## config.mk

```make
export PLATFORM = sky130hd
export DESIGN_NAME = rf_write_arbiter_flat
export DESIGN_NICKNAME = d
export VERILOG_FILES = /design/src/rtl/rf_write_arbiter_if.sv /design/src/rtl/rf_write_arbiter.sv /design/src/flat_wrapper.sv
export SDC_FILE = /design/constraint.sdc
export NUM_CORES = 1
export LEC_CHECK = 0
export CORE_UTILIZATION = 40
export DETAILED_ROUTE_END_ITERATION = 10
export PLACE_DENSITY = 0.67
export SETUP_SLACK_MARGIN = 0.05
export SLEW_MARGIN = 25
export SYNTH_ARGS = -nofsm -noshare
export SYNTH_HDL_FRONTEND = slang
export SYNTH_SLANG_ARGS = --single-unit
```

## constraint.sdc

```tcl
create_clock -name clk -period 10.25 [get_ports clk]
set_input_delay 3.075 -clock clk [delete_from_list [all_inputs] [get_ports clk]]
set_output_delay 3.075 -clock clk [all_outputs]
set_load 0.05 [all_outputs]
```

## src/rtl/rf_write_arbiter_if.sv

```systemverilog
// Purpose: bundles the writeback, long-latency, issue, decode and register-file signals of rf_write_arbiter.
// Latency: none, wiring only.
// Backpressure: carries pipe_hold (pipeline) and ll_valid/ll_ready (long-latency unit).
// Ports: slave = arbiter side, master = surrounding pipeline / register file side.
interface rf_write_arbiter_if;
    logic        pipe_we;
    logic [4:0]  pipe_rd;
    logic [31:0] pipe_wdata;
    logic        pipe_hold;
    logic        ll_valid;
    logic        ll_ready;
    logic [4:0]  ll_rd;
    logic [31:0] ll_wdata;
    logic        issue_valid;
    logic [4:0]  issue_rd;
    logic [4:0]  rs1_addr;
    logic [4:0]  rs2_addr;
    logic        rs1_busy;
    logic        rs2_busy;
    logic        hazard_stall;
    logic        rf_we;
    logic [4:0]  rf_waddr;
    logic [31:0] rf_wdata;
    logic [31:0] pending;
    logic [3:0]  q_count;
    logic        sb_err;

    modport slave (
        input  pipe_we, pipe_rd, pipe_wdata, ll_valid, ll_rd, ll_wdata,
               issue_valid, issue_rd, rs1_addr, rs2_addr,
        output pipe_hold, ll_ready, rs1_busy, rs2_busy, hazard_stall,
               rf_we, rf_waddr, rf_wdata, pending, q_count, sb_err
    );

    modport master (
        output pipe_we, pipe_rd, pipe_wdata, ll_valid, ll_rd, ll_wdata,
               issue_valid, issue_rd, rs1_addr, rs2_addr,
        input  pipe_hold, ll_ready, rs1_busy, rs2_busy, hazard_stall,
               rf_we, rf_waddr, rf_wdata, pending, q_count, sb_err
    );
endinterface

```

## src/rtl/rf_write_arbiter.sv

```systemverilog
// Purpose: shares the register-file write port between pipeline writeback and a long-latency unit; tracks pending writes.
// Latency: write-port selection is combinational (pipeline, FIFO pop or zero-latency ll bypass); scoreboard updates next edge.
// Backpressure: ll_ready drops when the FIFO is full; pipe_hold freezes the pipeline for one cycle to force a starved drain.
// Ports: clk, rst (sync, active-high); bus = rf_write_arbiter_if.slave carrying pipe_*, ll_*, issue_*, rs*_*, rf_*,
//        pending, q_count, sb_err.
module rf_write_arbiter #(
    parameter int DEPTH        = 2,
    parameter int STARVE_LIMIT = 4
) (
    input  logic                 clk,
    input  logic                 rst,
    rf_write_arbiter_if.slave    bus
);
    localparam int PW = (DEPTH > 1) ? $clog2(DEPTH) : 1;
    localparam int CW = (STARVE_LIMIT > 0) ? $clog2(STARVE_LIMIT + 1) : 1;

    logic [4:0]    fifo_rd  [DEPTH];
    logic [31:0]   fifo_dat [DEPTH];
    logic [PW-1:0] wptr;
    logic [PW-1:0] rptr;
    logic [3:0]    q_count_r;
    logic [CW-1:0] starve_cnt;
    logic [31:0]   pending_r;
    logic          sb_err_r;
    logic          pipe_hold_r;

    logic          fifo_empty;
    logic          ll_ready_c;
    logic          pipe_live;
    logic          xfer;
    logic          pop;
    logic          bypass;
    logic          push;
    logic          ll_wr;
    logic [4:0]    ll_wr_rd;
    logic [31:0]   ll_wr_dat;
    logic          issue_set;
    logic [31:0]   pending_nxt;
    logic          err_now;
    logic          rf_we_c;
    logic [4:0]    rf_waddr_c;
    logic [31:0]   rf_wdata_c;

    function automatic logic [PW-1:0] ptr_inc(input logic [PW-1:0] p);
        return (p == PW'(DEPTH - 1)) ? '0 : p + PW'(1);
    endfunction

    assign fifo_empty = (q_count_r == 4'd0);
    assign ll_ready_c = !rst && (q_count_r < 4'(DEPTH));
    assign pipe_live  = bus.pipe_we && (bus.pipe_rd != 5'd0) && !pipe_hold_r;
    assign xfer       = bus.ll_valid && ll_ready_c;
    assign pop        = !pipe_live && !fifo_empty;
    // Bypass only when nothing is queued, so results can never overtake older FIFO entries.
    assign bypass     = !pipe_live && fifo_empty && xfer && (bus.ll_rd != 5'd0);
    assign push       = xfer && !bypass && (bus.ll_rd != 5'd0);
    assign ll_wr      = pop || bypass;
    assign ll_wr_rd   = pop ? fifo_rd[rptr]  : bus.ll_rd;
    assign ll_wr_dat  = pop ? fifo_dat[rptr] : bus.ll_wdata;
    assign issue_set  = bus.issue_valid && (bus.issue_rd != 5'd0);

    always_comb begin
        rf_we_c    = 1'b0;
        rf_waddr_c = 5'd0;
        rf_wdata_c = 32'd0;
        if (!rst) begin
            if (pipe_live) begin
                rf_we_c    = 1'b1;
                rf_waddr_c = bus.pipe_rd;
                rf_wdata_c = bus.pipe_wdata;
            end else if (ll_wr) begin
                rf_we_c    = 1'b1;
                rf_waddr_c = ll_wr_rd;
                rf_wdata_c = ll_wr_dat;
            end
        end
    end

    // Clear first, then set, so a same-cycle issue to the retiring rd keeps the bit.
    always_comb begin
        pending_nxt = pending_r;
        if (ll_wr) begin
            pending_nxt[ll_wr_rd] = 1'b0;
        end
        if (issue_set) begin
            pending_nxt[bus.issue_rd] = 1'b1;
        end
    end

    // Re-issuing an rd whose old result retires this very cycle is legal back-to-back use, not an error.
    assign err_now = (issue_set && pending_r[bus.issue_rd] && !(ll_wr && (ll_wr_rd == bus.issue_rd)))
                   || (pipe_live && pending_r[bus.pipe_rd])
                   || (ll_wr && !pending_r[ll_wr_rd]);

    always_ff @(posedge clk) begin
        if (push) begin
            fifo_rd[wptr]  <= bus.ll_rd;
            fifo_dat[wptr] <= bus.ll_wdata;
        end
    end

    always_ff @(posedge clk) begin
        if (rst) begin
            wptr        <= '0;
            rptr        <= '0;
            q_count_r   <= 4'd0;
            starve_cnt  <= '0;
            pending_r   <= 32'd0;
            sb_err_r    <= 1'b0;
            pipe_hold_r <= 1'b0;
        end else begin
            if (push) begin
                wptr <= ptr_inc(wptr);
            end
            if (pop) begin
                rptr <= ptr_inc(rptr);
            end
            case ({push, pop})
                2'b10:   q_count_r <= q_count_r + 4'd1;
                2'b01:   q_count_r <= q_count_r - 4'd1;
                default: q_count_r <= q_count_r;
            endcase
            // Counter saturates at the limit; the hold cycle that follows pops and clears it.
            if (pop || fifo_empty) begin
                starve_cnt <= '0;
            end else if (pipe_live && (starve_cnt < CW'(STARVE_LIMIT))) begin
                starve_cnt <= starve_cnt + CW'(1);
            end
            pipe_hold_r <= (starve_cnt == CW'(STARVE_LIMIT)) && !pop;
            pending_r   <= pending_nxt;
            if (err_now) begin
                sb_err_r <= 1'b1;
            end
        end
    end

    assign bus.ll_ready     = ll_ready_c;
    assign bus.pipe_hold    = pipe_hold_r;
    assign bus.rf_we        = rf_we_c;
    assign bus.rf_waddr     = rf_waddr_c;
    assign bus.rf_wdata     = rf_wdata_c;
    assign bus.pending      = pending_r;
    assign bus.q_count      = q_count_r;
    assign bus.sb_err       = sb_err_r;
    assign bus.rs1_busy     = pending_r[bus.rs1_addr] && (bus.rs1_addr != 5'd0);
    assign bus.rs2_busy     = pending_r[bus.rs2_addr] && (bus.rs2_addr != 5'd0);
    assign bus.hazard_stall = bus.rs1_busy || bus.rs2_busy;
endmodule

```

## src/flat_wrapper.sv

```systemverilog
// flat-port wrapper written by rule: the top's interface ports become plain ports
module rf_write_arbiter_flat 
#(
    parameter int DEPTH        = 2,
    parameter int STARVE_LIMIT = 4
)
  (clk, rst, bus_pipe_we, bus_pipe_rd, bus_pipe_wdata, bus_ll_valid, bus_ll_rd, bus_ll_wdata, bus_issue_valid, bus_issue_rd, bus_rs1_addr, bus_rs2_addr, bus_pipe_hold, bus_ll_ready, bus_rs1_busy, bus_rs2_busy, bus_hazard_stall, bus_rf_we, bus_rf_waddr, bus_rf_wdata, bus_pending, bus_q_count, bus_sb_err);
  rf_write_arbiter_if bus_i ();
  input  logic clk;
  input  logic rst;
  input wire logic [$bits(bus_i.pipe_we)-1:0] bus_pipe_we;
  input wire logic [$bits(bus_i.pipe_rd)-1:0] bus_pipe_rd;
  input wire logic [$bits(bus_i.pipe_wdata)-1:0] bus_pipe_wdata;
  input wire logic [$bits(bus_i.ll_valid)-1:0] bus_ll_valid;
  input wire logic [$bits(bus_i.ll_rd)-1:0] bus_ll_rd;
  input wire logic [$bits(bus_i.ll_wdata)-1:0] bus_ll_wdata;
  input wire logic [$bits(bus_i.issue_valid)-1:0] bus_issue_valid;
  input wire logic [$bits(bus_i.issue_rd)-1:0] bus_issue_rd;
  input wire logic [$bits(bus_i.rs1_addr)-1:0] bus_rs1_addr;
  input wire logic [$bits(bus_i.rs2_addr)-1:0] bus_rs2_addr;
  output wire logic [$bits(bus_i.pipe_hold)-1:0] bus_pipe_hold;
  output wire logic [$bits(bus_i.ll_ready)-1:0] bus_ll_ready;
  output wire logic [$bits(bus_i.rs1_busy)-1:0] bus_rs1_busy;
  output wire logic [$bits(bus_i.rs2_busy)-1:0] bus_rs2_busy;
  output wire logic [$bits(bus_i.hazard_stall)-1:0] bus_hazard_stall;
  output wire logic [$bits(bus_i.rf_we)-1:0] bus_rf_we;
  output wire logic [$bits(bus_i.rf_waddr)-1:0] bus_rf_waddr;
  output wire logic [$bits(bus_i.rf_wdata)-1:0] bus_rf_wdata;
  output wire logic [$bits(bus_i.pending)-1:0] bus_pending;
  output wire logic [$bits(bus_i.q_count)-1:0] bus_q_count;
  output wire logic [$bits(bus_i.sb_err)-1:0] bus_sb_err;
  assign bus_i.pipe_we = bus_pipe_we;
  assign bus_i.pipe_rd = bus_pipe_rd;
  assign bus_i.pipe_wdata = bus_pipe_wdata;
  assign bus_i.ll_valid = bus_ll_valid;
  assign bus_i.ll_rd = bus_ll_rd;
  assign bus_i.ll_wdata = bus_ll_wdata;
  assign bus_i.issue_valid = bus_issue_valid;
  assign bus_i.issue_rd = bus_issue_rd;
  assign bus_i.rs1_addr = bus_rs1_addr;
  assign bus_i.rs2_addr = bus_rs2_addr;
  assign bus_pipe_hold = bus_i.pipe_hold;
  assign bus_ll_ready = bus_i.ll_ready;
  assign bus_rs1_busy = bus_i.rs1_busy;
  assign bus_rs2_busy = bus_i.rs2_busy;
  assign bus_hazard_stall = bus_i.hazard_stall;
  assign bus_rf_we = bus_i.rf_we;
  assign bus_rf_waddr = bus_i.rf_waddr;
  assign bus_rf_wdata = bus_i.rf_wdata;
  assign bus_pending = bus_i.pending;
  assign bus_q_count = bus_i.q_count;
  assign bus_sb_err = bus_i.sb_err;
  rf_write_arbiter #(.DEPTH(DEPTH), .STARVE_LIMIT(STARVE_LIMIT)) u_core (.clk(clk), .rst(rst), .bus(bus_i));
endmodule
```

After elaboration in Yosys (flattened, before gate mapping). Memories as Yosys holds them, arrays and structs flattened. A register that Yosys moved wholly into a read port is not among the register bits. Index checks and enable logic that the tools add are counted.

Register bits: 43. Memory bits (writable): 74. Bits of input ports: 94. Output and inout bits: 80. Word-level logic and storage cells: 109. Memories kept: 2.

$add $sub $neg: 5. $lt $le $gt $ge: 9. Eq/ne operators: 4. Mux-type cells: 36. Bitwise gates (word level): 3. Reduce and logical (&&, ||, !) cells: 43.

Memory list: u_core.fifo_dat (words 2, width 32, rd ports 1, clocked after memory_dff 1, wr ports 1, RTL line rf_write_arbiter.sv:18) `logic [31:0] fifo_dat [DEPTH];`; u_core.fifo_rd (words 2, width 5, rd ports 1, clocked after memory_dff 1, wr ports 1, RTL line rf_write_arbiter.sv:17) `logic [4:0] fifo_rd [DEPTH];`.

Operators with widths (count): two-way mux 32 bit (6); bitwise AND 32 bit (1); NOT 32 bit (1); OR 32 bit (1); less-than comparator 5 x 6 -> 1 bit, second input constant (5); binary-select mux 1 bit (select 5 bit) (5); nonzero test 5 bit (5); logical AND 1 bit (22); two-way mux 5 bit (4); two-way mux 1 bit (18); demux 1 bit (select 5 bit) (2); >= comparator 5 x 1 -> 1 bit, second input constant (2); logical NOT 1 bit (8); one-hot mux 4 bit (2 select lines) (1); == test 5 bit (1); logical OR 1 bit (5); adder 4 x 1 -> 4 bit, second input constant (1); logical NOT 4 bit (1); less-than comparator 4 x 2 -> 1 bit, second input constant (1); subtractor 4 x 1 -> 4 bit, second input constant (1); adder 3 x 1 -> 3 bit, second input constant (1); == test 3 bit, second input constant (1); less-than comparator 3 bit, second input constant (1); adder 1 bit, second input constant (2); other kinds (4) (4).

Logic depth before layout (Yosys ltp). Gate-level depths: netlist of the first run.

Word-level depth: 15. Gate-level depth with buffers: 14. Mapped depth without buffers: 11.

Worst setup path after synthesis of the first run. No wires, ideal clock.

Kind: in2out. Start point: input rst. End point: output bus_rf_wdata[0]. Data arrival time: 6825 ps. Data required time: 7175 ps. Slack: 350 ps. Stages on the path: 6. Buffers on the path: 1. Cell sequence: nor4_1 > o211ai_1 > a21oi_2 > nand2b_1 > clkbuf_1 > o21ai_0.

Cells in the longest elaborated chain, start to end: 9.

Ends and longest elaborated chain: start: declaration (RTL line flat_wrapper.sv:10) `input logic rst;`; logical NOT 1 bit (RTL line rf_write_arbiter.sv:49) `assign ll_ready_c = !rst && (q_count_r < 4'(DEPTH));`; logical AND 1 bit (RTL line rf_write_arbiter.sv:49); logical AND 1 bit (RTL line rf_write_arbiter.sv:51) `assign xfer = bus.ll_valid && ll_ready_c;`; logical AND 1 bit (2 in a row) (RTL line rf_write_arbiter.sv:54) `assign bypass = !pipe_live && fifo_empty && xfer && (bus.ll_rd != 5'd0);`; logical OR 1 bit (RTL line rf_write_arbiter.sv:56) `assign ll_wr = pop || bypass;`; two-way mux 32 bit (RTL line rf_write_arbiter.sv:70) `end else if (ll_wr) begin`; two-way mux 32 bit (RTL line rf_write_arbiter.sv:66) `if (pipe_live) begin`; two-way mux 32 bit (*) (RTL line rf_write_arbiter.sv:65) `if (!rst) begin`; end: declaration (RTL line flat_wrapper.sv:28) `output wire logic [$bits(bus_i.rf_wdata)-1:0] bus_rf_wdata;`.

Every way passes the cells marked *; elsewhere a longest branch is shown, timed or not.

Final worst setup path of the first run.
Start point: input bus_pipe_rd[1]. End point: output bus_rf_waddr[4].

Cells in the longest elaborated chain, start to end: 11. Elaborated cells between the ends (all ways): 13. Classes of those cells: mux (4); reduce/logical (9).

Ends and longest elaborated chain: start: declaration (RTL line flat_wrapper.sv:12) `input wire logic [$bits(bus_i.pipe_rd)-1:0] bus_pipe_rd;`; nonzero test 5 bit (*) (RTL line rf_write_arbiter.sv:50) `assign pipe_live = bus.pipe_we && (bus.pipe_rd != 5'd0) && !pipe_hold_r;`; logical AND 1 bit (*) (2 in a row) (RTL line rf_write_arbiter.sv:50); logical NOT 1 bit (RTL line rf_write_arbiter.sv:52, rf_write_arbiter.sv:54); logical AND 1 bit (3 in a row) (RTL line rf_write_arbiter.sv:54); logical OR 1 bit (RTL line rf_write_arbiter.sv:56); two-way mux 5 bit (RTL line rf_write_arbiter.sv:70); two-way mux 5 bit (*) (RTL line rf_write_arbiter.sv:66); two-way mux 5 bit (*) (RTL line rf_write_arbiter.sv:65); end: declaration (RTL line flat_wrapper.sv:27) `output wire logic [$bits(bus_i.rf_waddr)-1:0] bus_rf_waddr;`.

Marked as above.

==> reports/metrics.cfg, run 1 <==
[power_and_ir_drop]
clkPwrFrac_pct = 27.8
combinationalPowerShare_pct = 44.2
power.internal_mw = 1.26
leakage_nw = 3.31
sequentialPowerShare_pct = 28.1
ir_drop_v = 0.000193
powerDensity_mw_per_mm2 = 209
p_switching_mw = 0.832
p_sw_share_pct = 39.7

[yosys]
synth-main-ff-cell = edfxtp_1
synth-seq-cells = 118
synth_nets = 824
synth_async_sr_flop_share_pct = 0
synthesis.area_mm2 = 0.00719
synth_edf_count = 74
syn_avg_cell_area_um2 = 9.93
synth_cell_type_count = 60
ys_warn_count = 0
netlist_instances = 724
synth_seq_area_share_pct = 43.2

[setup_path]
r2r_cells = 12
max_stage_delay_ns = 0.70
critPathRequiredTime_ns = 7.18
cp.buffers_inverters = 3
crit_type = in -> out
crit_path_start_kind = input pin
arrival_ns = 6.39
worst_path_max_delay_cell = clkdlybuf4s50_1
cp_cell_sequence = clkdlybuf4s50_1 > buf_4 > or3_4 > o31a_1 > nor3_4 > or2_1 > o21ai_0 > and2_1 > clkdlybuf4s50_1
crit_family = simple AND/OR/NAND/NOR gates
reg2reg_from = u_core.bus.pipe_hold
ff2ff_setup_slack_ns = 6.83
cp_common_cell = clkdlybuf4s50_1
cp_max_fo = 11
end_kind = primary output
reg2reg_to = u_core.bus.q_count[3]
critPathLaunch = bus_pipe_rd[1]

[route]
wl_mm = 22.8
dr.pass1.iters = 6
ant_nets = 0
avgRoutedWirePerCell_um = 20.3
drtIter0Drc = 660
vias = 6506
drc_errors = 0
routed_via_density = 5.80

[place]
gp_congestion = 0.999
dp_hpwl_mm = 16.1
dpl_worst_slack_ns = 0.836
port_buffers = 173

[global_routing]
grt_overflow = 0
grt_pass1_wl_mm = 34.5
grt_max_degree = 49
grt_pass1_vias = 6111
grt_usage_pct = 24.9
antenna_found_initial = 0

[clock_tree]
post_cts_buffers = 0
cts_sinks = 118
cts_tree = built
htreeDepth = 4
clk-insertion-delay-late_ns = 0.41
clockBufferDepth = 2
cts_root_buf = clkbuf_16
ctsResizeCount = 0
cts_buffers = 17
ctsHoldBuffers = 0
clk_pin_slew_ns = 0.06

[worst_hold_path]
min_path_type = reg -> reg
holdPathEnd = u_core.bus.pipe_hold
holdCritStartpoint = u_core.starve_cnt[2]
whs_path_depth = 2

[finish]
fillCellCount = 1494
layout.nets = 984
antenna_cells = 0
fin_util_pct = 57.7
drive_gt1_share_pct = 16.9
syn2layout_area_growth_pct = 39.8

[timing]
tightest_slew_ns = 0.941
rsz0062_at_grt = no
whs_ns = 0.521
finalSetupViolations = 0
min_period_over_period_pct = 92.3
fin_setup_tns_ns = 0
relSlewSlack_pct = 37.1
max_freq_mhz = 106
finClkSkew_ns = 0.00681
finalMaxSlewViolations = 0
period_needed_ns = 9.46
setup_ws_ns = 0.785
hold_viol_final = 0

[floorplan]
start_util_pct = 41.3
die_area_mm2 = 0.0185
die_w_um = 136
coreArea_mm2 = 0.0174
dieHeight_um = 136
rows = 48
io_pins = 174

[outcome]
status = finished clean

[run]
cap_violations = 0

## worst register-to-register path, cell delays in order, from the launching register on
cell and delay [ns]:
dfxtp_1 0.32, nor2b_1 0.28, o31a_1 0.56, buf_4 0.30
nor2_1 0.07, or2_2 0.41, ha_1 0.27, ha_1 0.28
a21o_1 0.17, a21oi_1 0.17, xnor2_1 0.10, or3_1 0.30
a21oi_1 0.14
## synthesized netlist by cell type (all sizes together), types with 9 or more instances
master	instances	area (µm²)
nand2	144	541
o21ai	113	566
edfxtp	74	2220
dfxtp	44	881
a21oi	41	224
nor2	40	174
mux2i	39	390
mux4	36	811
clkbuf	27	101
buf	20	130
a22oi	14	105
nand2b	13	81.3
inv	12	45.0
nand3	12	85.1
a211oi	9	72.6
mux2	9	101
## cell type report
class                   instances  area, µm²  area share [%]
multi-input cells             547       3840            38.2
flip-flops and latches        118       3100            30.9
repair buffers                188       2200            21.9
clock buffers                  18        429            4.27
well taps                     225        282            2.80
clock inverters                14        150            1.49
inverters                      12       45.0           0.448
## state kept, by name (all words and copies together), names as in the netlist, 3 cells and up, named ones only
register and cells:
u_core.bus.pending 32, u_core.bus.q_count 4, u_core.fifo_dat 64, u_core.fifo_rd 10
u_core.starve_cnt 3
## routing by layer
metal	part of all wire, %	global-route usage (%)
met1	42	34.1
met2	46	38.5
met3	9.5	5.89
met4	2.2	8.70
met5	0	0
## cells in the final DEF, fill, tap and decap left out, types with 5 or more instances in the layout
cell type / count
clkdlybuf4s50_1: 138
nand2b_1: 12
dfxtp_1: 43
mux2i_1: 39
buf_4: 15
nand3_1: 7
xnor2_1: 6
clkbuf_16: 17
o2111ai_1: 5
a22oi_1: 14
mux4_2: 36
nor3_1: 5
o211ai_1: 5
o21ai_0: 101
and2_1: 6
ha_1: 5
mux2_2: 9
buf_12: 32
nand3_2: 5
a21oi_1: 38
nor2_1: 35
edfxtp_1: 74
inv_1: 12
nand2_1: 144
o21ai_1: 12
xor2_1: 5
a211oi_1: 8
## worst max path at each step
stage | endpoint | slack (ns) | depth (start not counted)
3_5_place_dp | bus_rf_wdata[20] | 0.84 | 10
4_1_cts | bus_rf_wdata[20] | 0.83 | 10
2_1_floorplan | bus_rf_wdata[0] | 0.35 | 6
3_3_place_gp | bus_rf_waddr[4] | 0.83 | 9
5_1_grt | bus_rf_waddr[4] | 0.67 | 9
6_report | bus_rf_waddr[4] | 0.79 | 9
## through the flow
stage / cell area [µm²] / instances / power [mW]
CTS: 10000 / 1121 / 2.09
global route: 10000 / 1122 / 2.19
detailed placement: 9450 / 1089 / 1.51
floorplan: 7190 / 724 / 1.18
finish: 10000 / 1122 / 2.10
global placement: 9400 / 1087 / 1.50
## logic make-up (layout without fill, tap and decap cells)
logic type               count (synthesis)  in the layout  synth area share [%]
XOR/XNOR                                11             11                  1.34
AND/OR/NAND/NOR                        247            247                  16.2
flip-flops                             118            118                  43.2
multiplexers                            84             84                  18.1
buffers and inverters                   59            232                  3.85
AO/OA/AOI/OAI                          199            199                  16.2
adder cells (fa/ha/maj)                  6              6                  1.15
## power by group through the flow
stage	combinational [mW]	sequential, mW	clock, mW
global placement	0.900	0.596	0
CTS	0.915	0.587	0.589
detailed placement	0.912	0.597	0
floorplan	0.565	0.618	0
finish	0.926	0.588	0.583
global route	0.988	0.592	0.610
(Power assumes the default switching activity.)
==> inputs of run 2 (changes only) <==
Settings changed: REMOVE_ABC_BUFFERS set to 1.
==> run 2 against run 1 <==
Compared with the run above:
- sequential power hardly changed
- combinational power is 0.6% lower
- clock power is 10% higher
- largest power group unchanged
- sequential share of layout area is 0.22 points lower
- core utilization is 0.42 points higher
==> reports/metrics.cfg, run 2 (synthesized netlist as in run 1, its figures left out) <==
[outcome]
status = finished clean

[power_and_ir_drop]
total_power_mw = 2.15
ir_drop_v = 0.000136
powerDensity_mw_per_mm2 = 212
leakage_nw = 3.36

[clock_tree]
htreeDepth = 4
cts_tree = built
clk_pin_slew_ns = 0.05
clk-insertion-delay-late_ns = 0.41
post_cts_buffers = 0
ctsResizeCount = 0
ctsHoldBuffers = 0
cts_buffers = 17
clockBufferDepth = 2
cts_sinks = 118
cts_root_buf = clkbuf_16

[setup_path]
cp_max_fo = 13
r2r_cells = 13
reg2reg_from = u_core.bus.pipe_hold
worst_path_max_delay_cell = clkdlybuf4s50_1
crit_type = in -> out
ff2ff_setup_slack_ns = 6.87
cp_common_cell = clkdlybuf4s50_1
cp_cell_sequence = clkdlybuf4s50_1 > or3_4 > o31a_1 > nor3_4 > or2_1 > o21ai_0 > and2_1 > clkdlybuf4s50_1
critPathRequiredTime_ns = 7.18
crit_path_start_kind = input pin
arrival_ns = 6.41
max_stage_delay_ns = 0.69
reg2reg_to = u_core.bus.q_count[3]
end_kind = primary output

[place]
placed_area_mm2 = 0.00946
dpl_worst_slack_ns = 0.839
dp_hpwl_mm = 15.3
port_buffers = 173
gp_congestion = 0.902

[global_routing]
use_met3_pct = 7.05
grt_pass1_vias = 6082
grt_usage_pct = 24.8
grt_most_used_layer = met2
grt_pass1_wl_mm = 34.5
grt_overflow = 0
gr-usage-met1_pct = 33.6
grt_max_degree = 67
use_met2_pct = 37.6
antenna_found_initial = 0

[route]
drc_errors = 0
avgRoutedWirePerCell_um = 19.7
wl_mm = 22.2
routed_via_density = 5.74
dr.pass1.iters = 6
drtIter0Drc = 618
ant_nets = 0
vias = 6436

[worst_hold_path]
holdCritStartpoint = u_core.starve_cnt[2]
whs_path_depth = 2
min_path_type = reg -> reg
holdPathEnd = u_core.bus.pipe_hold

[timing]
max_freq_mhz = 105
rsz0062_at_grt = no
relSlewSlack_pct = 49.1
finClkSkew_ns = 0.00894
fin_setup_tns_ns = 0
setup_ws_ns = 0.768
min_period_over_period_pct = 92.5
hold_viol_final = 0
tightest_slew_ns = 0.761
finalSetupViolations = 0
period_needed_ns = 9.48
finalMaxSlewViolations = 0

[floorplan]
io_pins = 174
start_util_pct = 41.3
rows = 48
dieHeight_um = 136
coreArea_mm2 = 0.0174
die_area_mm2 = 0.0185
die_w_um = 136

[finish]
layout.nets = 984
syn2layout_area_growth_pct = 40.8
antenna_cells = 0
fillCellCount = 1445
postLayoutCellArea_mm2 = 0.0101
top_register = u_core.fifo_dat
final_cell_mix = nand2_1 (144), clkdlybuf4s50_1 (137), o21ai_0 (101), edfxtp_1 (74), dfxtp_1 (43)
drive_gt1_share_pct = 16.7
final_common_cell = nand2_1
largest_register_ffs = 64

[run]
cap_violations = 0

## run 2: changes by cell type in the layout (fill, tap and decap cells not counted), sizes merged
cell and delta:
clkdlybuf4s50 -1, clkbuf +10, clkinvlp -3, clkinv -4
inv -3, buf +1
## run 2: area by class of cell
cell class                 count  area, µm²  area share, %
clock inverter                 4       71.3          0.705
sequential                   118       3100           30.7
tap                          225        282           2.78
multi-input combinational    547       3830           37.9
inverter                      12       45.0          0.445
clock buffer                  28        592           5.85
timing repair buffer         188       2190           21.7
## run 2: power breakdown
part	internal [mW]	leakage [nW]	total [mW]	switching, mW
combinational	0.347	2.00	0.920	0.573
clock	0.442	0.328	0.642	0.200
sequential	0.559	1.03	0.587	0.0279
## run 2: how the worst max path moves through the flow
stage	from	to	slack, ns
after CTS	bus_pipe_rd[1]	bus_rf_waddr[4]	0.82
final	bus_pipe_rd[1]	bus_rf_waddr[4]	0.77
after floorplan	rst	bus_rf_wdata[0]	0.17
after global routing	bus_pipe_rd[1]	bus_rf_wdata[3]	0.67
after global placement	bus_pipe_rd[1]	bus_rf_waddr[4]	0.86
after detailed placement	bus_pipe_rd[1]	bus_rf_waddr[4]	0.84
## run 2: worst max-delay path, delay by kind of cell
kind / cells / cell delay [ns]
AOI/OAI and AO/OA: 2 / 0.59
and+or+nand+nor: 4 / 1.41
buffers and inverters: 2 / 1.32
## run 2: stage by stage
stage               hold WS (ns)  util (%)  instances
floorplan                  0.464         -        677
global placement           0.484      54.0       1088
detailed placement         0.489      54.3       1090
CTS                        0.496      58.1       1122
global route               0.525      58.1       1122
finish                     0.494      58.1       1122
## run 2: layer usage
layer  vias up  routed length (µm)
li1       2994                   -
met1      3067                9640
met2       333               10000
met3        42                1970
met4         0                 523
met5         -                   0
